===== src/rtl/switch_input_conditioner.sv =====
// -----------------------------------------------------------------------------
// switch_input_conditioner
//
// Cleans up the raw board slide switches before they reach the
// memory-mapped switch read path. Bit i of sw_stable is read back at
// address 241000+i.
//
// Each channel is handled on its own. A channel synchronises its raw input
// into the clk domain, debounces it with its own counter, and produces a
// clean level plus single-cycle rise/fall pulses.
//
// Channel map (N_SW = 21):
//   0 Inicio | 1-4 R0/R25/R75/R100 | 5-8 G0/G25/G75/G100
//   9-12 B0/B25/B75/B100 | 13-16 TD0/TD25/TD75/TD100
//   17 H | 18 V | 19 D | 20 P
//
// Parameters:
//   N_SW            number of switch channels
//   SYNC_STAGES     depth of the synchroniser chain (>= 2)
//   DEBOUNCE_CYCLES consecutive mismatching edges needed to accept a new
//                   level (>= 1); 250000 is 5 ms at 50 MHz
//
// Ports:
//   clk            system clock; all state changes on the rising edge
//   rst_n          asynchronous, active-low reset
//   sw_raw         raw asynchronous switch levels
//   sw_stable      debounced level per switch
//   sw_rise        one-cycle pulse when sw_stable[i] goes 0->1
//   sw_fall        one-cycle pulse when sw_stable[i] goes 1->0
//   sw_any_change  OR of all rise/fall pulses (combinational from registers)
// -----------------------------------------------------------------------------
module switch_input_conditioner #(
  parameter int N_SW            = 21,
  parameter int SYNC_STAGES     = 2,
  parameter int DEBOUNCE_CYCLES = 250000
) (
  input  logic            clk,
  input  logic            rst_n,
  input  logic [N_SW-1:0] sw_raw,
  output logic [N_SW-1:0] sw_stable,
  output logic [N_SW-1:0] sw_rise,
  output logic [N_SW-1:0] sw_fall,
  output logic            sw_any_change
);

  localparam int              CNT_W    = $clog2(DEBOUNCE_CYCLES + 1);
  // Count value on which the next mismatching edge commits the new level.
  localparam logic [CNT_W-1:0] CNT_LAST = CNT_W'(DEBOUNCE_CYCLES - 1);
  localparam logic [CNT_W-1:0] CNT_ONE  = CNT_W'(1);

  generate
    for (genvar gi = 0; gi < N_SW; gi++) begin : g_ch
      logic [SYNC_STAGES-1:0] sync_reg;
      logic                   syn;
      logic [CNT_W-1:0]       cnt_reg;
      logic                   stable_reg;
      logic                   rise_reg;
      logic                   fall_reg;

      // Synchroniser: new samples enter at bit 0 and leave from the top bit.
      always_ff @(posedge clk or negedge rst_n) begin
        if (!rst_n) begin
          sync_reg <= '0;
        end else begin
          sync_reg <= {sync_reg[SYNC_STAGES-2:0], sw_raw[gi]};
        end
      end

      assign syn = sync_reg[SYNC_STAGES-1];

      // Debounce: any edge where the synchronised level agrees with the
      // accepted level restarts the count, so only an unbroken run of
      // DEBOUNCE_CYCLES mismatching edges gets through. The counter is
      // cleared on commit, so it never passes CNT_LAST.
      always_ff @(posedge clk or negedge rst_n) begin
        if (!rst_n) begin
          cnt_reg    <= '0;
          stable_reg <= 1'b0;
          rise_reg   <= 1'b0;
          fall_reg   <= 1'b0;
        end else begin
          rise_reg <= 1'b0;
          fall_reg <= 1'b0;
          if (syn == stable_reg) begin
            cnt_reg <= '0;
          end else if (cnt_reg == CNT_LAST) begin
            stable_reg <= syn;
            cnt_reg    <= '0;
            rise_reg   <= syn;
            fall_reg   <= ~syn;
          end else begin
            cnt_reg <= cnt_reg + CNT_ONE;
          end
        end
      end

      assign sw_stable[gi] = stable_reg;
      assign sw_rise[gi]   = rise_reg;
      assign sw_fall[gi]   = fall_reg;
    end
  endgenerate

  assign sw_any_change = |(sw_rise | sw_fall);

endmodule


===== config.mk =====
export PLATFORM = sky130hd
export DESIGN_NAME = switch_input_conditioner
export DESIGN_NICKNAME = d
export VERILOG_FILES = /design/src/rtl/switch_input_conditioner.sv
export SDC_FILE = /design/constraint.sdc
export NUM_CORES = 1
export LEC_CHECK = 0
export CAP_MARGIN = 10
export CORE_MARGIN = 2
export CORE_UTILIZATION = 25
export DETAILED_ROUTE_END_ITERATION = 6
export SLEW_MARGIN = 20
export SYNTH_ARGS = -nofsm -noshare
export SYNTH_HDL_FRONTEND = slang
export SYNTH_SLANG_ARGS = --single-unit

===== constraint.sdc =====
create_clock -name clk -period 3.3 [get_ports clk]
set_input_delay 0.66 -clock clk [delete_from_list [all_inputs] [get_ports clk]]
set_output_delay 0.66 -clock clk [all_outputs]
set_load 0.02 [all_outputs]

# After elaboration in Yosys (flattened, before gate mapping)
# Index checks and enable logic that the tools add are counted.
# Widths: inputs -> output; s select.
# op_classes
magnitude_cmp,0
eq_ne,42
reduce_logical,22
shift,0
n_mux,126
bitwise,43
addsub,21
div,0
mul,0
# op_table
operator,count
$mux 18,42
$add 18x1->18 const B,21
$eq 18x18->1 const B,21
$mux 1,84
$not 1->1,42
$reduce_and 2->1,21
$eq 1x1->1,21
$or 21x21->21,1
$reduce_or 21->1,1
# word_totals
rom_bits,0
ram_bits,0
latch_bits,0
regBits,483
wordCells,359
memories,0

# Logic depth before layout (Yosys ltp)
# Gate-level depths: netlist (run 1).
# logic_depth
ltp_word,3
depth_mapped,7

# Worst setup path before layout (run 1)
# OpenSTA, ideal clock, no wires.
# synth_path
path_type,reg2reg
from,register g_ch[20].cnt_reg[9]
to,register g_ch[20].stable_reg
required_time_ps,3175
arrival_ps,1794
synth_period_minus_slack_ps,1919
slack_ps,1381
path_stages_with_launch,4
cell_sequence,dfrtp_1 or4_4 or4_4 mux2_4
# synth_between
elab_chain_len,2
# synth_lines
element,line,text
start: declaration,55,logic [CNT_W-1:0] cnt_reg;
start signal: assignment,92,cnt_reg <= cnt_reg + CNT_ONE;
$eq 18x18->1,86,end else if (cnt_reg == CNT_LAST) begin
$reduce_and 2->1 (no line),-,
end signal: assignment,87,stable_reg <= syn;
end: declaration,56,logic stable_reg;
# Every way passes these cells.
# A chain may end at the register's enable or synchronous reset.

# Final worst setup path (run 1)
# layout_path
from,register g_ch[0].fall_reg
to,output sw_any_change
# layout_between
elab_chain_len,2
# layout_lines
element,line,text
start: declaration,58,logic fall_reg;
start signal: assignment,90,fall_reg <= ~syn;
$or 21x21->21,103,assign sw_any_change = |(sw_rise | sw_fall);
$reduce_or 21->1,103,
end: declaration,43,output logic sw_any_change
# Every way passes these cells.

==> results of run 1 <==
## cells in the final DEF, fill, tap and decap left out, drive strengths merged, types with 41 or more instances in the layout
cell type	instances
inv	41
xnor2	227
nand2	101
nor4	118
nand3	145
nor3b	46
clkbuf	75
dfrtp	483
nor3	62
clkdlybuf4s50	84
buf	42
nor2	372
xor2	88
nand4	118
a21oi	41
## worst max-delay path: stages, from the launching register on
cell	delay, ps
dfrtp_1	380
nor4_1	320
buf_4	200
nand4_1	110
nor2_2	150
buf_4	160
nand4_1	90
dlygate4sd2_1	330
## cells by family after synthesis
group,Yosys count,synth area share
xor gates and xnor gates,315,0.1204
and+or+nand+nor,1129,0.2596
muxes,22,0.01092
buffers and inverters,137,0.03417
adders and majority gates,21,0.01146
DFF,483,0.5273
AOI/OAI and AO/OA,104,0.03619
## worst min-delay path by stage
stage,from,to,slack [ps],cells past startpoint
detailed placement,g_ch[4].sync_reg[0]$_DFF_PN0_,g_ch[4].sync_reg[1]$_DFF_PN0_,330,0
global route,rst_n,g_ch[4].cnt_reg[17]$_DFF_PN0_,60,1
floorplan,g_ch[0].sync_reg[0]$_DFF_PN0_,g_ch[0].sync_reg[1]$_DFF_PN0_,330,0
global placement,g_ch[8].sync_reg[0]$_DFF_PN0_,g_ch[8].sync_reg[1]$_DFF_PN0_,330,0
finish,rst_n,g_ch[4].cnt_reg[9]$_DFF_PN0_,60,1
CTS,rst_n,g_ch[4].cnt_reg[15]$_DFF_PN0_,40,1
## Yosys cell counts, types with 11 or more instances
cell type	number	area [um2]
dfrtp_1	483	12090
o31ai_1	15	112.6
and3_1	35	219.0
mux2_2	20	225.2
nor4b_1	11	96.34
xnor2_1	227	1988
nor4_1	118	738.2
and4_1	20	175.2
nand3_1	145	725.7
nor3_1	62	310.3
clkbuf_1	12	45.04
inv_1	40	150.1
buf_4	63	473.0
nand2_1	101	379.1
a21oi_1	41	205.2
ha_1	21	262.8
xor2_1	88	770.7
nor2_1	372	1396
buf_2	18	90.09
nand4_1	111	694.4
o21ai_0	21	105.1
nor3b_1	46	345.3
or4_1	26	195.2
or3_1	27	168.9
## stage by stage
step / total power, uW / utilization / setup WS (ps)
3_5_place_dp: 6631 / 0.2744 / 507.7
6_report: 13060 / 0.2965 / 277.0
2_1_floorplan: 6370 / - / 1381
3_3_place_gp: 6627 / 0.2744 / 501.5
5_1_grt: 13680 / 0.2965 / 39.07
4_1_cts: 13380 / 0.2964 / 112.6
## metal layers
metal / vias to the layer above / wire length (um) / part of all wire / GRT usage
met4: 0 / 858 / 0.018 / 0.02622
met1: 7838 / 23230 / 0.49 / 0.1452
met2: 196 / 21110 / 0.44 / 0.1556
li1: 7978 / - / - / -
met3: 62 / 2273 / 0.048 / 0.02343
met5: - / 0 / 0 / 0
## area by class of cell
class | instances | area share
clock buffer | 75 | 0.05850
timing repair buffer | 127 | 0.04657
sequential | 483 | 0.4467
antenna | 1 | 0.00009249
tap | 1186 | 0.05485
inverter | 40 | 0.005549
clock inverter | 31 | 0.01535
multi-input combinational | 1591 | 0.3724
## power by group
part | internal [uW] | leakage [uW] | switching, uW
Clock | 3940 | 0.000962 | 2610
Sequential | 6010 | 0.00660 | 92.9
Combinational | 142 | 0.00293 | 262
Total | 10100 | 0.0105 | 2960
## what timing repair did
action,CTS,global route
gates resized for setup,3,1
endpoints found under the setup margin,1,1
hold buffers,0,0
gates cloned,0,0
==> impl_metrics.csv, run 1 <==
group,metric,value,unit
sta,rsz0062_at_grt,"false",
outcome,status,"finished, final reports clean",
drt,via_count,16070,
placement,dp.cells,3427,
clock_tree,cts_setup_buffers,0,
sta,fmax,330.8,MHz
placement,dp_hpwl,32.29,mm
setup_path,worstRegToRegCells,3,
drt,dr.first_iter.drc_count,858,
sta,worst_pin_slew,938.2,ps
setup_path,r2r-start,"g_ch[20].cnt_reg[9]$_DFF_PN0_",
clock_tree,insertion_delay,620,ps
flow_run,max_cap_violations,0,
clock_tree,cts.sinks,483,
setup_path,cp.arrival,2360,ps
final_layout,largest_register_ffs,378,
drt,routed_via_density,4.548,
final_layout,n_fill_cell,9370,
sta,final_hold_viol_count,0,
floorplanning,die-area,94130,um2
synthesis,synth_seq_area_share,0.5273,
synthesis,synthesis.nets,2255,
floorplanning,start_util,0.2512,
synthesis,ys_types,49,
global_route,gr-total-overflow,0,
sta,fin_worst_skew,51.74,ps
floorplanning,die_w,306.8,um
clock_tree,cts_htree_levels,2,
synthesis,async_flop_share,1.000,
clock_tree,cts_buffers,56,
global_route,grt_pass1_wl,80.94,mm
setup_path,end_kind,"output port",
final_layout,finalNonFillerCells,3534,
setup_path,worstSetupStartpointType,"flop",
power,power_density,482.9,nW/um2
final_layout,multi_input_area,10070,um2
synthesis,syn_area,22920,um2
sta,relSlewSlack,0.3724,
setup_path,rrSetupSlack,1000,ps
floorplanning,ios,87,
drt,detail_route.wl_per_cell,13.43,um
final_layout,area_growth,18.03,%
placement,place_area,25040,um2
power,leakage,0.01049,uW
clock_tree,clkTransAtPathRegs,60,ps
synthesis,synth_ff_type,"dfrtp_1",
sta,setup_viol,0,
synthesis,synth_seq_cells,483,
drt,wl,47.47,mm
global_route,grt_max_degree,82,
synthesis,ys_warn_count,0,
sta,min_period,3023,ps
final_layout,final_area,27060,um2
final_layout,drive_gt1_frac,0.08990,
synthesis,synth-edff-count,0,
floorplanning,die_y,306.8,um
setup_path,worstSetupPathType,"flop to output port",
sta,fin_crit_sh,0.9161,
clock_tree,cts.path.max_buffers,3,
final_layout,regArea,12090,um2
placement,gp_congestion,0.7802,
global_route,grt_pass1_vias,15610,
synthesis,avgSynthCellArea,10.37,um2
floorplanning,fp.coreArea,91250,um2
worst_hold_path,worst_hold_path_type,"primary input to async pin",
setup_path,critPathMaxFanout,2,
sta,maxSlewViolCount,0,
final_layout,fin_nets,2343,
synthesis,syn-instance-count,2211,
placement,port_buffers,86,
drt,drt-pass1-iter-count,5,
sta,tns,0,ps
drt,drtAntennaViolNets,0,
floorplanning,rows,111,
setup_path,worst_ep_required_time,2640,ps
drt,drcViolationCount,0,
global_route,grtUsageTotal,0.1021,
clock_tree,clock_tree.root_cell,"clkbuf_16",
setup_path,startpoint,"g_ch[0].fall_reg$_DFF_PN0_",
setup_path,timing.rr.end,"g_ch[20].fall_reg$_DFF_PN0_",
sta,fin_hold_ws,59.52,ps
global_route,grt_antenna_before_repair,0,
setup_path,crit_path_end,"sw_any_change",
clock_tree,cts_tree,"yes",
power,irDropWorstVdd,0.3814,mV
Note: power is estimated with default switching activity, not from simulation.
==> run 2: changes to the inputs <==
--- a/config.mk
+++ b/config.mk
@@ -9,6 +9,7 @@
 export CORE_MARGIN = 2
 export CORE_UTILIZATION = 25
 export DETAILED_ROUTE_END_ITERATION = 6
+export GPL_ROUTABILITY_DRIVEN = 1
 export SLEW_MARGIN = 20
 export SYNTH_ARGS = -nofsm -noshare
 export SYNTH_HDL_FRONTEND = slang
==> results of run 2 <==
Same layout as run 1: the final DEF is identical, and so are final timing and power.
==> run 3: changes to the inputs <==
--- a/config.mk
+++ b/config.mk
@@ -6,6 +6,7 @@
 export NUM_CORES = 1
 export LEC_CHECK = 0
 export CAP_MARGIN = 10
+export CORE_ASPECT_RATIO = 0.7
 export CORE_MARGIN = 2
 export CORE_UTILIZATION = 25
 export DETAILED_ROUTE_END_ITERATION = 6
==> run 3 against run 2 <==
  * Power is 3.6% lower
  * Via count stayed put
  * Sequential power hardly changed
  * Cell count is 0.37% higher
  * Clock skew is 15 ps lower
==> impl_metrics.csv, run 3 (synthesis gave the netlist of run 1 again) <==
group,metric,value,unit
sta,fin_worst_skew,36.98,ps
drt,routed_via_density,4.532,
sta,fmax,340.5,MHz
flow_run,max_cap_violations,0,
floorplanning,die_w,365.9,um
final_layout,mostFrequentLayoutCell,"dfrtp_1",
drt,detail_route.wl_per_cell,13.84,um
drt,wl,49.08,mm
clock_tree,clkTransAtPathRegs,60,ps
global_route,busiest_layer,"met1",
floorplanning,die-area,94170,um2
global_route,grt_max_degree,106,
clock_tree,cts.path.max_buffers,3,
final_layout,drive_gt1_frac,0.08305,
drt,drt-pass1-iter-count,5,
sta,maxSlewViolCount,0,
sta,relSlewSlack,0.3565,
drt,dr.first_iter.drc_count,1129,
sta,fin_crit_sh,0.8899,
global_route,grtUsageTotal,0.1048,
setup_path,worstSetupStartpointType,"flop",
setup_path,critPathSlowestCell,"dfrtp_1",
floorplanning,fp.coreArea,90480,um2
floorplanning,die_y,257.3,um
floorplanning,rows,92,
global_route,grt_pass1_vias,15370,
power,irDropWorstVdd,0.3404,mV
clock_tree,clock_tree.root_cell,"clkbuf_16",
global_route,grt_antenna_before_repair,1,
setup_path,critPathTopFamily,"simple AND/OR/NAND/NOR gates",
final_layout,finalNonFillerCells,3547,
drt,drtAntennaViolNets,0,
final_layout,multi_input_area,10080,um2
global_route,grt_util_met3,0.03164,
sta,setup_viol,0,
final_layout,fin_nets,2329,
setup_path,end_kind,"output port",
final_layout,area_growth,17.02,%
sta,layout_setup_ws,363.2,ps
drt,via_count,16070,
power,leakage,0.01034,uW
clock_tree,cts_tree,"yes",
sta,worst_pin_slew,962.0,ps
final_layout,regArea,12090,um2
setup_path,cp.arrival,2280,ps
clock_tree,cts_buffers,49,
outcome,status,"finished, final reports clean",
floorplanning,ios,87,
clock_tree,cts.sinks,483,
floorplanning,start_util,0.2534,
final_layout,largest_register_ffs,378,
global_route,use_met2,0.1380,
final_layout,final_cell_mix,"dfrtp_1 (483), nor2_1 (371), xnor2_1 (227)",
placement,dp_slack,335.1,ps
placement,port_buffers,86,
setup_path,worst_ep_required_time,2640,ps
setup_path,worstSetupPathType,"flop to output port",
sta,rsz0062_at_grt,"false",
clock_tree,cts_htree_levels,2,
worst_hold_path,worst_hold_path_type,"flop to flop",
global_route,grt_use_met1,0.1644,
setup_path,cp_cell_sequence,"nor4_2, buf_4, nand4_1, nor2_2, buf_4, nand4_1, clkbuf_2",
global_route,gr-total-overflow,0,
global_route,grt_pass1_wl,83.05,mm
placement,dp_hpwl,33.95,mm
clock_tree,cts_setup_buffers,0,
setup_path,critPathMaxFanout,2,
power,power_density,469.4,nW/um2
placement,dp.cells,3455,
setup_path,cpPeakStageDelay,390,ps
final_layout,n_fill_cell,9336,
drt,drcViolationCount,0,
sta,min_period,2937,ps
clock_tree,insertion_delay,610,ps
sta,tns,0,ps
placement,gp_congestion,0.8017,
setup_path,critical_path_buf_inv_count,3,
sta,final_hold_viol_count,0,
[run 3: cell count changes in the layout (fill, tap and decap cells not counted), moves of 3 or more]
cell / before / now
buf_4: 34 / 27
inv_6: 0 / 3
clkbuf_16: 56 / 49
clkinv_2: 13 / 7
clkbuf_1: 8 / 4
clkbuf_8: 11 / 5
[run 3: power by group]
group | switching [uW] | total (uW) | internal (uW)
sequential | 95.6 | 6100 | 6010
combinational | 263 | 401 | 138
clock | 2500 | 6090 | 3580
[run 3: path summary, 6_finish.rpt]
path,startpoint,to,slack [ps],cells after the start
worst max-delay path,g_ch[17].fall_reg$_DFF_PN0_,sw_any_change,360,7
worst max register to register,g_ch[9].cnt_reg[10]$_DFF_PN0_,g_ch[9].cnt_reg[7]$_DFF_PN0_,1110,4
worst min register to register,g_ch[15].sync_reg[0]$_DFF_PN0_,g_ch[15].sync_reg[1]$_DFF_PN0_,330,0
worst min-delay path,g_ch[15].sync_reg[0]$_DFF_PN0_,g_ch[15].sync_reg[1]$_DFF_PN0_,330,0
min in group asynchronous,rst_n,g_ch[2].cnt_reg[16]$_DFF_PN0_,590,2
max in group asynchronous,rst_n,g_ch[13].cnt_reg[4]$_DFF_PN0_,1820,3
[run 3: repair_timing]
action,in CTS,in global routing
pin swaps,0,2
hold endpoints to repair,13,0
gates resized for setup,3,3
setup endpoints to repair,1,1
hold buffers,1,0
[run 3: layout make-up]
cell class	count	area share
repair buffers	120	0.04450
inverters	40	0.005597
multi-input cells	1591	0.3758
diodes	1	0.00009329
flip-flops and latches	483	0.4506
clock inverters	32	0.01758
well taps	1222	0.05700
clock buffers	58	0.04884
[run 3: worst register-to-register path, cell delays in order (launching register included)]
cell and delay (ps):
dfrtp_1 440, nor4_1 290, nand4_1 220, o41ai_4 950, nor2_1 130
[run 3: metrics by stage]
step	cell area [um2]	hold WS, ps	utilization	total power [uW]
after floorplan	22920	331.2	-	6370
after global placement	25020	331.5	0.2765	6625
after detailed placement	25020	334.7	0.2765	6625
after CTS	26820	328.5	0.2965	12840
after global routing	26820	345.6	0.2965	13170
final	26820	330.3	0.2965	12590
[run 3: metal layers]
| layer | vias to the layer above | share of wire |
|---|---|---|
| met5 | - | 0 |
| met4 | 0 | 0.016 |
| met3 | 68 | 0.066 |
| met2 | 262 | 0.38 |
| met1 | 7755 | 0.54 |
| li1 | 7989 | - |
==> variant, RTL diff (config.mk and constraints of run 3) <==
`DEBOUNCE_CYCLES`: 250000 -> 1000000.
--- a/src/rtl/switch_input_conditioner.sv
+++ b/src/rtl/switch_input_conditioner.sv
@@ -32,7 +32,7 @@
 module switch_input_conditioner #(
   parameter int N_SW            = 21,
   parameter int SYNC_STAGES     = 2,
-  parameter int DEBOUNCE_CYCLES = 250000
+  parameter int DEBOUNCE_CYCLES = 1000000
 ) (
   input  logic            clk,
   input  logic            rst_n,
Formal check against the unedited RTL: no difference found for any inputs over 4 cycles, from zero or initial values and one cycle with rst_n low; that may be too few to reach the edited logic, so the function may still have changed.
==> variant against run 3 <==
Final cell count rose by 10%; design area increased by 9.0%; die area grew 9.0%; synthesized cell count up 12%; area after synthesis increased by 9.1%; count of clock-buffer cells in the layout grew 28; total power up 10%; routed wire length increased by 15%; worst setup slack got worse by 0.18 ns; sequential cell count grew 42; first-iteration DRC count increased by 21%; maximum frequency decreased by 5.7%; critical path depth is 1 lower.
==> variant: results (changes against run 3) <==
Status
  • Status: complete, no violations

Power and ir drop
  • Leakage: 11.37 nW (+10%)
  • Switching Share: 22.06% (-0.64 points)

Layout
  • Layout cells sized above 1: 8.003% (-0.30 points)
  • Fill count: 10200 (+9.3%)
  • Number of flip-flops in the largest register: 420 (+11%)
  • # nets final: 2569 (+10%)

Placement
  • Dpl hpwl: 39180 microns (+15%)
  • DP Worst Slack: -0.001697 ns (-0.3368 ns)

Worst setup path
  • Worst reg2reg path endpoint: g_ch[14].cnt_reg[13]$_DFF_PN0_
  • Worst reg2reg path depth: 5 (+1)

Yosys
  • Synth Area in XOR/XNOR: 9.136% (-2.9 points)
  • Post-synthesis sequential area ratio: 52.51% (-0.22 points)
  • Post-synthesis adder-cell area fraction: 1.050% (-0.096 points)
  • Multiplexer share of the synthesized area: 1.055% (-0.036 points)
  • Unique masters post-synth: 55 (+12%)
  • Main area contributors after synthesis: dfrtp_1, xnor2_1, nor2_1, xor2_1, nand3_1
  • Syn Nets: 2516 (+12%)
  • Commonest cells in the netlist: dfrtp_1, nor2_1, nand3_1, xnor2_1, a21oi_1
  • Compound-Gate Fraction of Synth Area: 7.076% (+3.5 points)

Global route
  • Total track usage: 11.03% (+0.54 points)
  • Largest net degree at the start of global routing: 91 (-14%)

Clock network
  • CTS Buf Count: 57 (+16%)

Route
  • Total wire length: 56620 microns (+15%)
  • Starting DRT DRC Count: 1362 (+21%)

Timing
  • Tightest Pin Transition: 0.8376 ns (-0.1244 ns)
-- variant: power by group through the flow --
stage | sequential, mW | combinational [mW] | clock, mW
CTS | 6.62 | 0.431 | 7.11
finish | 6.62 | 0.413 | 6.86
global route | 6.63 | 0.481 | 7.38
detailed placement | 6.74 | 0.429 | 0
global placement | 6.74 | 0.425 | 0
floorplan | 6.71 | 0.180 | 0
-- variant: cell families (layout without fill, tap and decap cells) --
logic type / after synthesis / count (layout)
adder cells (fa/ha/maj): 21 / 21
XOR/XNOR: 261 / 261
multiplexers: 23 / 23
buffers and inverters: 182 / 284
AO/OA/AOI/OAI: 294 / 294
flip-flops: 525 / 525
AND/OR/NAND/NOR: 1166 / 1166
-- variant: routing by layer --
| layer | part of all wire, % | vias to the layer above | track usage (%) |
|---|---|---|---|
| li1 | - | 8917 | - |
| met1 | 52 | 8820 | 16.91 |
| met2 | 39 | 272 | 14.96 |
| met3 | 6.7 | 89 | 3.158 |
| met4 | 1.7 | 8 | 2.554 |
| met5 | 0.094 | - | 0 |
-- variant: area by class of cell --
cell class | count | area (sq um) | area share [%]
Tap cell | 1336 | 1672 | 5.718
Sequential cell | 525 | 13140 | 44.94
Timing Repair Buffer | 122 | 1211 | 4.143
Multi-Input combinational cell | 1765 | 10980 | 37.57
Inverter | 54 | 202.7 | 0.6934
Clock inverter | 22 | 289.0 | 0.9887
Clock buffer | 86 | 1738 | 5.945
-- variant: timing repair --
action                                  4_1_cts  5_1_grt
pin swaps                                     2        2
hold buffers                                  0        0
resized for setup                             5        2
endpoints found under the setup margin        1        1
-- variant: metrics by stage --
stage	hold WS, ns	instances	cell area, sq um
floorplan	0.3312	2472	25020
global placement	0.3331	3802	27180
detailed placement	0.3347	3802	27180
CTS	0.1014	3910	29220
global route	0.1348	3910	29230
finish	0.1009	3910	29230
-- variant: how the worst max path moves through the flow --
stage                                   startpoint                               to  depth (start not counted)
detailed placement     g_ch[17].fall_reg$_DFF_PN0_                    sw_any_change                          6
CTS                    g_ch[18].rise_reg$_DFF_PN0_                    sw_any_change                          6
finish                 g_ch[17].fall_reg$_DFF_PN0_                    sw_any_change                          6
floorplan           g_ch[14].cnt_reg[13]$_DFF_PN0_  g_ch[14].stable_reg$_DFFE_PN0P_                          4
global route           g_ch[17].fall_reg$_DFF_PN0_                    sw_any_change                          6
global placement       g_ch[17].fall_reg$_DFF_PN0_                    sw_any_change                          6
